### config.mk
export PLATFORM = sky130hd
export DESIGN_NAME = queue_controller_flat
export DESIGN_NICKNAME = d
export VERILOG_FILES = /design/src/rtl/pathfinding_pkg.sv /design/src/rtl/queue_controller_if.sv /design/src/rtl/queue_slot_eval.sv /design/src/rtl/queue_controller.sv /design/src/flat_wrapper.sv
export SDC_FILE = /design/constraint.sdc
export NUM_CORES = 2
export LEC_CHECK = 0
export CORE_AREA = 2 2 433 435
export CTS_CLUSTER_SIZE = 12
export DETAILED_ROUTE_END_ITERATION = 12
export DIE_AREA = 0 0 435 437
export PLACE_DENSITY = 0.59
export SETUP_SLACK_MARGIN = 0.05
export SLEW_MARGIN = 10
export SYNTH_ARGS = -nofsm -noshare
export SYNTH_HDL_FRONTEND = slang
export SYNTH_SLANG_ARGS = --single-unit
### constraint.sdc
create_clock -name clk -period 46.9 [get_ports clk]
set_clock_uncertainty 0.05 [all_clocks]
set_input_delay 11.725 -clock clk [delete_from_list [all_inputs] [get_ports clk]]
set_output_delay 11.725 -clock clk [all_outputs]
set_load 0.02 [all_outputs]
### src/rtl/pathfinding_pkg.sv
// Shared types and constants for the A* pathfinding engine: node records,
// slot encodings, queue command opcodes and controller states.
package pathfinding_pkg;

  localparam logic [15:0] EMPTY_ID     = 16'd0;
  localparam logic [15:0] TOMBSTONE_ID = 16'd800;
  localparam logic [15:0] COST_INF     = 16'd65000;
  localparam int          LIVE_W       = 7;

  typedef struct packed {
    logic [15:0]       heuristic;
    logic [15:0]       total_cost;
    logic [9:0][15:0]  neighbor_ids;
  } map_node;

  typedef struct packed {
    logic [15:0] x;
    logic [15:0] y;
    logic [15:0] node_id;
    logic [15:0] parent_id;
    logic [15:0] current_cost;
    map_node     info;
  } node_info;

  typedef enum logic [1:0] {
    OP_CLEAR   = 2'b00,
    OP_RELAX   = 2'b01,
    OP_POP_MIN = 2'b10,
    OP_NOP     = 2'b11
  } cmd_op_t;

  typedef enum logic [2:0] {
    ST_IDLE,
    ST_CLEAR,
    ST_WAIT,
    ST_EVAL,
    ST_WRITE,
    ST_RESP
  } queue_state_t;

  localparam node_info DEFAULT_NODE =
    {16'd0, 16'd0, TOMBSTONE_ID, TOMBSTONE_ID, COST_INF, 192'd0};

  function automatic node_info as_tombstone(input node_info n);
    node_info t;
    t = n;
    t.node_id = TOMBSTONE_ID;
    return t;
  endfunction

endpackage

### src/rtl/queue_controller_if.sv
// Command/response channel between the pathfinding FSM (master) and the
// open-list queue controller (slave).
interface queue_controller_if;
  import pathfinding_pkg::*;

  logic                 cmd_valid;
  logic                 cmd_ready;
  cmd_op_t              cmd_op;
  node_info             cmd_node;
  logic                 rsp_valid;
  node_info             rsp_node;
  logic                 rsp_found;
  logic                 rsp_updated;
  logic                 rsp_empty;
  logic                 rsp_full;
  logic [LIVE_W-1:0]    live_count;

  modport master (
    output cmd_valid, cmd_op, cmd_node,
    input  cmd_ready, rsp_valid, rsp_node, rsp_found, rsp_updated,
           rsp_empty, rsp_full, live_count
  );

  modport slave (
    input  cmd_valid, cmd_op, cmd_node,
    output cmd_ready, rsp_valid, rsp_node, rsp_found, rsp_updated,
           rsp_empty, rsp_full, live_count
  );

endinterface

### src/rtl/queue_slot_eval.sv
// Combinational classification of the RAM slot currently being scanned
// against the pending command and the running minimum.
module queue_slot_eval
  import pathfinding_pkg::*;
(
  input  logic [15:0] slot_id,
  input  logic [15:0] slot_cost,
  input  logic [15:0] cmd_id,
  input  logic [15:0] cmd_cost,
  input  logic        best_valid,
  input  logic [15:0] best_cost,
  output logic        is_empty,
  output logic        is_tomb,
  output logic        id_match,
  output logic        cmd_cheaper,
  output logic        beats_best
);

  logic is_live;

  assign is_empty    = (slot_id == EMPTY_ID);
  assign is_tomb     = (slot_id == TOMBSTONE_ID);
  assign is_live     = !is_empty && !is_tomb;
  assign id_match    = is_live && (slot_id == cmd_id);
  assign cmd_cheaper = (cmd_cost < slot_cost);
  // strict less-than keeps the earliest (lowest address) slot on ties
  assign beats_best  = is_live && (!best_valid || (slot_cost < best_cost));

endmodule

### src/rtl/queue_controller.sv
// Open-list queue sequencer: linear scan of the node RAM for CLEAR, RELAX
// and POP_MIN, with an optional single write and a one-cycle response.
//
//   state | meaning
//   IDLE  | cmd_ready high, waiting for a command
//   CLEAR | zeroing one slot per cycle
//   WAIT  | read address registered, RAM access in flight
//   EVAL  | ram_read_data valid for the current slot; decide/advance
//   WRITE | single RAM write of the command result
//   RESP  | rsp_valid strobe
module queue_controller
  import pathfinding_pkg::*;
#(
  parameter int MAX_NODES = 100,
  parameter int ADDR_W    = 7
) (
  input  logic              clk,
  input  logic              reset,
  queue_controller_if.slave bus,
  output logic [ADDR_W-1:0] ram_read_address,
  input  node_info          ram_read_data,
  output logic              ram_write_enable,
  output logic [ADDR_W-1:0] ram_write_address,
  output node_info          ram_write_data
);

  localparam logic [ADDR_W-1:0] LAST_ADDR = ADDR_W'(MAX_NODES - 1);

  queue_state_t       state;
  logic               cmd_ready_r;
  logic               rsp_valid_r;
  node_info           rsp_node_r;
  logic               rsp_found_r;
  logic               rsp_updated_r;
  logic               rsp_empty_r;
  logic               rsp_full_r;
  logic [LIVE_W-1:0]  live_count_r;

  cmd_op_t            op_q;
  node_info           cmd_q;
  logic               free_valid;
  logic [ADDR_W-1:0]  free_addr;
  logic               best_valid;
  logic [ADDR_W-1:0]  best_addr;
  node_info           best_node;

  logic               is_empty;
  logic               is_tomb;
  logic               id_match;
  logic               cmd_cheaper;
  logic               beats_best;

  logic               free_valid_n;
  logic [ADDR_W-1:0]  free_addr_n;
  logic               best_valid_n;
  logic [ADDR_W-1:0]  best_addr_n;
  node_info           best_node_n;
  logic               scan_done;
  logic               cmd_illegal;

  assign bus.cmd_ready   = cmd_ready_r;
  assign bus.rsp_valid   = rsp_valid_r;
  assign bus.rsp_node    = rsp_node_r;
  assign bus.rsp_found   = rsp_found_r;
  assign bus.rsp_updated = rsp_updated_r;
  assign bus.rsp_empty   = rsp_empty_r;
  assign bus.rsp_full    = rsp_full_r;
  assign bus.live_count  = live_count_r;

  queue_slot_eval u_slot_eval (
    .slot_id     (ram_read_data.node_id),
    .slot_cost   (ram_read_data.current_cost),
    .cmd_id      (cmd_q.node_id),
    .cmd_cost    (cmd_q.current_cost),
    .best_valid  (best_valid),
    .best_cost   (best_node.current_cost),
    .is_empty    (is_empty),
    .is_tomb     (is_tomb),
    .id_match    (id_match),
    .cmd_cheaper (cmd_cheaper),
    .beats_best  (beats_best)
  );

  assign cmd_illegal = (bus.cmd_node.node_id == EMPTY_ID) ||
                       (bus.cmd_node.node_id == TOMBSTONE_ID);

  // Scan bookkeeping including the slot under evaluation this cycle
  always_comb begin
    free_valid_n = free_valid;
    free_addr_n  = free_addr;
    if (!free_valid && (is_empty || is_tomb)) begin
      free_valid_n = 1'b1;
      free_addr_n  = ram_read_address;
    end
    best_valid_n = best_valid;
    best_addr_n  = best_addr;
    best_node_n  = best_node;
    if (beats_best) begin
      best_valid_n = 1'b1;
      best_addr_n  = ram_read_address;
      best_node_n  = ram_read_data;
    end
    scan_done = is_empty || (ram_read_address == LAST_ADDR) ||
                ((op_q == OP_RELAX) && id_match);
  end

  always_ff @(posedge clk or posedge reset) begin
    if (reset) begin
      state             <= ST_IDLE;
      cmd_ready_r       <= 1'b1;
      rsp_valid_r       <= 1'b0;
      rsp_node_r        <= DEFAULT_NODE;
      rsp_found_r       <= 1'b0;
      rsp_updated_r     <= 1'b0;
      rsp_empty_r       <= 1'b0;
      rsp_full_r        <= 1'b0;
      live_count_r      <= '0;
      ram_read_address  <= '0;
      ram_write_enable  <= 1'b0;
      ram_write_address <= '0;
      ram_write_data    <= '0;
      op_q              <= OP_NOP;
      cmd_q             <= '0;
      free_valid        <= 1'b0;
      free_addr         <= '0;
      best_valid        <= 1'b0;
      best_addr         <= '0;
      best_node         <= '0;
    end else begin
      case (state)
        ST_IDLE: begin
          if (bus.cmd_valid) begin
            cmd_ready_r      <= 1'b0;
            rsp_node_r       <= DEFAULT_NODE;
            rsp_found_r      <= 1'b0;
            rsp_updated_r    <= 1'b0;
            rsp_empty_r      <= 1'b0;
            rsp_full_r       <= 1'b0;
            op_q             <= bus.cmd_op;
            cmd_q            <= bus.cmd_node;
            free_valid       <= 1'b0;
            best_valid       <= 1'b0;
            ram_read_address <= '0;
            case (bus.cmd_op)
              OP_CLEAR: begin
                ram_write_enable  <= 1'b1;
                ram_write_address <= '0;
                ram_write_data    <= '0;
                state             <= ST_CLEAR;
              end
              OP_RELAX: begin
                if (cmd_illegal) begin
                  rsp_valid_r <= 1'b1;
                  state       <= ST_RESP;
                end else begin
                  state <= ST_WAIT;
                end
              end
              OP_POP_MIN: state <= ST_WAIT;
              default: begin
                rsp_valid_r <= 1'b1;
                state       <= ST_RESP;
              end
            endcase
          end
        end

        ST_CLEAR: begin
          if (ram_write_address == LAST_ADDR) begin
            ram_write_enable <= 1'b0;
            live_count_r     <= '0;
            rsp_valid_r      <= 1'b1;
            state            <= ST_RESP;
          end else begin
            ram_write_address <= ram_write_address + 1'b1;
          end
        end

        ST_WAIT: state <= ST_EVAL;

        ST_EVAL: begin
          free_valid <= free_valid_n;
          free_addr  <= free_addr_n;
          best_valid <= best_valid_n;
          best_addr  <= best_addr_n;
          best_node  <= best_node_n;
          if (!scan_done) begin
            ram_read_address <= ram_read_address + 1'b1;
            state            <= ST_WAIT;
          end else if (op_q == OP_RELAX) begin
            if (id_match) begin
              rsp_found_r <= 1'b1;
              rsp_node_r  <= ram_read_data;
              if (cmd_cheaper) begin
                rsp_updated_r     <= 1'b1;
                ram_write_enable  <= 1'b1;
                ram_write_address <= ram_read_address;
                ram_write_data    <= cmd_q;
                state             <= ST_WRITE;
              end else begin
                rsp_valid_r <= 1'b1;
                state       <= ST_RESP;
              end
            end else if (free_valid_n) begin
              rsp_updated_r     <= 1'b1;
              live_count_r      <= live_count_r + 1'b1;
              ram_write_enable  <= 1'b1;
              ram_write_address <= free_addr_n;
              ram_write_data    <= cmd_q;
              state             <= ST_WRITE;
            end else begin
              rsp_full_r  <= 1'b1;
              rsp_valid_r <= 1'b1;
              state       <= ST_RESP;
            end
          end else if (best_valid_n) begin
            rsp_node_r        <= best_node_n;
            live_count_r      <= live_count_r - 1'b1;
            ram_write_enable  <= 1'b1;
            ram_write_address <= best_addr_n;
            ram_write_data    <= as_tombstone(best_node_n);
            state             <= ST_WRITE;
          end else begin
            rsp_empty_r <= 1'b1;
            rsp_valid_r <= 1'b1;
            state       <= ST_RESP;
          end
        end

        ST_WRITE: begin
          ram_write_enable <= 1'b0;
          rsp_valid_r      <= 1'b1;
          state            <= ST_RESP;
        end

        ST_RESP: begin
          rsp_valid_r <= 1'b0;
          cmd_ready_r <= 1'b1;
          state       <= ST_IDLE;
        end

        default: state <= ST_IDLE;
      endcase
    end
  end

endmodule

### src/flat_wrapper.sv
// flat-port wrapper written by rule: the top's interface ports become plain ports
module queue_controller_flat import pathfinding_pkg::*;
#(
  parameter int MAX_NODES = 100,
  parameter int ADDR_W    = 7
)
  (clk, reset, ram_read_address, ram_read_data, ram_write_enable, ram_write_address, ram_write_data, bus_cmd_valid, bus_cmd_op, bus_cmd_node, bus_cmd_ready, bus_rsp_valid, bus_rsp_node, bus_rsp_found, bus_rsp_updated, bus_rsp_empty, bus_rsp_full, bus_live_count);
  queue_controller_if bus_i ();
  input  logic clk;
  input  logic reset;
  output logic [ADDR_W-1:0] ram_read_address;
  input  node_info ram_read_data;
  output logic ram_write_enable;
  output logic [ADDR_W-1:0] ram_write_address;
  output node_info ram_write_data;
  input wire logic [$bits(bus_i.cmd_valid)-1:0] bus_cmd_valid;
  input wire logic [$bits(bus_i.cmd_op)-1:0] bus_cmd_op;
  input wire logic [$bits(bus_i.cmd_node)-1:0] bus_cmd_node;
  output wire logic [$bits(bus_i.cmd_ready)-1:0] bus_cmd_ready;
  output wire logic [$bits(bus_i.rsp_valid)-1:0] bus_rsp_valid;
  output wire logic [$bits(bus_i.rsp_node)-1:0] bus_rsp_node;
  output wire logic [$bits(bus_i.rsp_found)-1:0] bus_rsp_found;
  output wire logic [$bits(bus_i.rsp_updated)-1:0] bus_rsp_updated;
  output wire logic [$bits(bus_i.rsp_empty)-1:0] bus_rsp_empty;
  output wire logic [$bits(bus_i.rsp_full)-1:0] bus_rsp_full;
  output wire logic [$bits(bus_i.live_count)-1:0] bus_live_count;
  assign bus_i.cmd_valid = bus_cmd_valid;
  assign bus_i.cmd_op = bus_cmd_op;
  assign bus_i.cmd_node = bus_cmd_node;
  assign bus_cmd_ready = bus_i.cmd_ready;
  assign bus_rsp_valid = bus_i.rsp_valid;
  assign bus_rsp_node = bus_i.rsp_node;
  assign bus_rsp_found = bus_i.rsp_found;
  assign bus_rsp_updated = bus_i.rsp_updated;
  assign bus_rsp_empty = bus_i.rsp_empty;
  assign bus_rsp_full = bus_i.rsp_full;
  assign bus_live_count = bus_i.live_count;
  queue_controller #(.MAX_NODES(MAX_NODES), .ADDR_W(ADDR_W)) u_core (.clk(clk), .reset(reset), .bus(bus_i), .ram_read_address(ram_read_address), .ram_read_data(ram_read_data), .ram_write_enable(ram_write_enable), .ram_write_address(ram_write_address), .ram_write_data(ram_write_data));
endmodule
==> summary.md <==
| Metric | Value |
|---|---|
| CP delay by family, top | `buffers and inverters` |
| Finished Cell Area | `71,980 um2` |
| Ys flop type | `dfrtp_1` |
| CTS sink count | `1,137` |
| GPL Wtd Cong | `0.9167` |
| FMAX | `58.45 MHz` |
| Post-CTS Hold Buffers | `0` |
| CP peak stage delay | `0.85 ns` |
| Synth Instances | `5,019` |
| Crit path max fanout | `78` |
| Least-Margin Pin Slew | `1.111 ns` |
| CP Capture Type | `flop` |
| Final Hold Viols | `0` |
| Post-CTS setup buffers | `0` |
| Max Buffers Root-to-Sink | `3` |
| Total GRT Usage | `0.2521` |
| Initial antenna violation count | `74` |
| Worst Setup Start Kind | `primary input` |
| Share of the synthesized area in the top cell type | `0.5171` |
| Static Leak | `29.61 nW` |
| Final min period | `17.11 ns` |
| DP Area | `67,290 um2` |
| Critical path buffer and inverter count | `5` |
| Initial Util | `0.2921` |
| CTS tree | `built` |
| Cell Pwr Density | `57.30 nW/um2` |
| Die height | `437 um` |
| Crit path top cell by count | `buf_4` |
| Worst R2R Setup Slack | `41.11 ns` |
| Vias in the first global route | `46,772` |
| Die Wd | `435 um` |
| Yosys warnings | `0` |
| P&R area growth vs syn | `33.16%` |
| Arrival time worst endpoint | `17.75 ns` |
| Placed insts | `8,217` |
| Post-CTS sizing | `0` |
| Unique masters post-synth | `73` |
| Core Area | `185,000 um2` |
| Drt wl/cell | `29.09 um` |
| Cell accounting for the most synthesized area | `dfrtp_1` |
| Number of max-cap violations | `0` |
| Iteration-0 DRC Markers | `4,345` |
| Register area share after synthesis | `0.5268` |
| Post-Syn Area | `54,060 um2` |
| IO Count | `1,121` |
| Final setup vio count | `0` |
| Drt drc | `0` |
| RSZ-0062 raised after global routing | `false` |
| Top cells by area, synth | `dfrtp_1, mux2_2, o21ai_0, a211oi_1, nand2_1` |
| Drt via density | `5.554` |
| Synthesized Nets | `5,606` |
| First-pass iteration count of the detailed router | `9` |
| Tot Pwr | `4.125 mW` |
| Final period utilization | `0.3648` |
| Critical path class | `in2reg` |
| VDD IR max | `0.00005118 V` |
| Slew headroom | `0.2592` |
| Gr ovfl total | `0` |
| DR vias | `47,360` |
| Total CTS buffers | `137` |
| Number of synthesized register bits | `1,137` |
| Slowest-stage cell, CP | `buf_4` |
| Final WL | `248.0 mm` |
| First-pass GRT wire length | `354.5 mm` |
| Commonest cells post-synth | `dfrtp_1, mux2_2, o21ai_0, nand2_1, clkbuf_1` |
| Final slew viol count | `0` |
| Crit path required time | `47.54 ns` |
| Final hold slack | `0.4248 ns` |
| Post-Syn Area per Cell | `10.77 um2` |
| Most frequent cell after synthesis | `dfrtp_1` |
| Largest net degree at the start of global routing | `174` |
| H-Tree Level Count | `4` |
| Post-DRT Antenna Nets | `0` |
| Fraction of layout cells with a size suffix above 1 | `0.1543` |
| Final instance count without filler cells | `8,527` |
| PortBufs | `1,120` |
| Fin nets | `6,463` |
| Hold crit path type | `reg2reg` |
| Worst-Skew Late Latency | `0.83 ns` |
| Number of flops mapped to enable cells by yosys | `0` |
| Asr flop ratio synth | `1.000` |
| Status | `finished clean` |
| Worst-path clk slew | `0.06 ns` |
| Clock root cell | `clkbuf_16` |
| Detailed Place HPWL | `166.3 mm` |
| Die area | `190,100 um2` |
| Cell Rows | `158` |
| Critical-path cell list | `clkdlybuf4s50_1 > nor4_1 > and4_1 > nand2_4 > o21ai_4 > buf_4 > buf_4 > buf_4 > buf_4 > a211oi_1 > o41ai_1` |
| TNS Setup | `0 ns` |
## final cells by class
class	count	area (um2)
Fill cell	18184	113100
Tap cell	2480	3103
Clock buffer	202	3953
Clock inverter	42	576.8
Inverter	130	508.0
Timing Repair Buffer	1206	11920
Sequential cell	1137	28480
Multi-Input combinational cell	3264	23280
Antenna cell	66	165.2
## report_power, final
part	switching [mW]	internal, mW	leakage [nW]
Sequential	0.226	1.29	14.8
Combinational	0.944	0.576	12.6
Clock	0.469	0.620	2.22
## placed cells by master, fill, tap and decap left out, types with 63 or more instances in the layout
cell / count
a211oi_1: 247
a21oi_1: 163
a311oi_1: 119
and2_1: 120
buf_4: 81
clkbuf_16: 137
clkdlybuf4s50_1: 1120
dfrtp_1: 1116
diode_2: 66
inv_1: 127
mux2_2: 553
nand2_1: 438
nor2_1: 309
o211a_1: 123
o211ai_1: 134
o21ai_0: 478
o31ai_1: 63
o32ai_1: 87
o41ai_1: 104
## registers in the layout, summed over array words and instances, names as in the netlist, 2 cells and up
name,count
u_core.best_node,272
u_core.bus.rsp_node,272
u_core.cmd_q,272
u_core.ram_write_data,272
u_core.best_addr,7
u_core.bus.live_count,7
u_core.free_addr,7
u_core.ram_read_address,7
u_core.ram_write_address,7
u_core.state,3
u_core.op_q,2
## metal layers
layer / vias up / global-route usage / routed length, um
li1: 20306 / - / -
met1: 24441 / 0.3201 / 99910
met2: 2122 / 0.3952 / 116500
met3: 489 / 0.06098 / 18870
met4: 2 / 0.1364 / 12740
met5: - / 0 / 11
## final timing paths
| kind | startpoint | endpoint | depth (start not counted) |
|---|---|---|---|
| min | u_core.bus.rsp_node[131] | u_core.bus.rsp_node[131] | 2 |
| min reg2reg | u_core.bus.rsp_node[131] | u_core.bus.rsp_node[131] | 2 |
| max | ram_read_data[235] | u_core.ram_write_data[59] | 11 |
| max in group asynchronous | reset | u_core.cmd_q[242] | 7 |
| min in group asynchronous | reset | u_core.bus.rsp_node[163] | 2 |
| max reg2reg | u_core.best_node[194] | u_core.ram_write_data[59] | 13 |
## kinds of logic (layout without fill, tap and decap cells)
| logic type | after synthesis | after routing | synth area share |
|---|---|---|---|
| and+or+nand+nor | 980 | 980 | 0.07974 |
| DFF | 1137 | 1137 | 0.5268 |
| adders and majority gates | 38 | 38 | 0.008934 |
| muxes | 574 | 574 | 0.1192 |
| buffers and inverters | 618 | 1580 | 0.04539 |
| AOI/OAI and AO/OA | 1645 | 1645 | 0.2156 |
| xor gates and xnor gates | 27 | 27 | 0.004375 |
| other | 0 | 66 | 0 |
## worst min-delay path: stages, from the launching register on
cell	delay [ns]
dfrtp_1	0.34
nand2_1	0.04
o21ai_0	0.06
## per-stage QoR
stage | worst slack [ns] | util
global route | 29.61 | 0.3890
floorplan | 3.138 | -
CTS | 29.99 | 0.3881
global placement | 29.20 | 0.3636
detailed placement | 29.12 | 0.3636
finish | 29.79 | 0.3890
(Power assumes the default switching activity.)
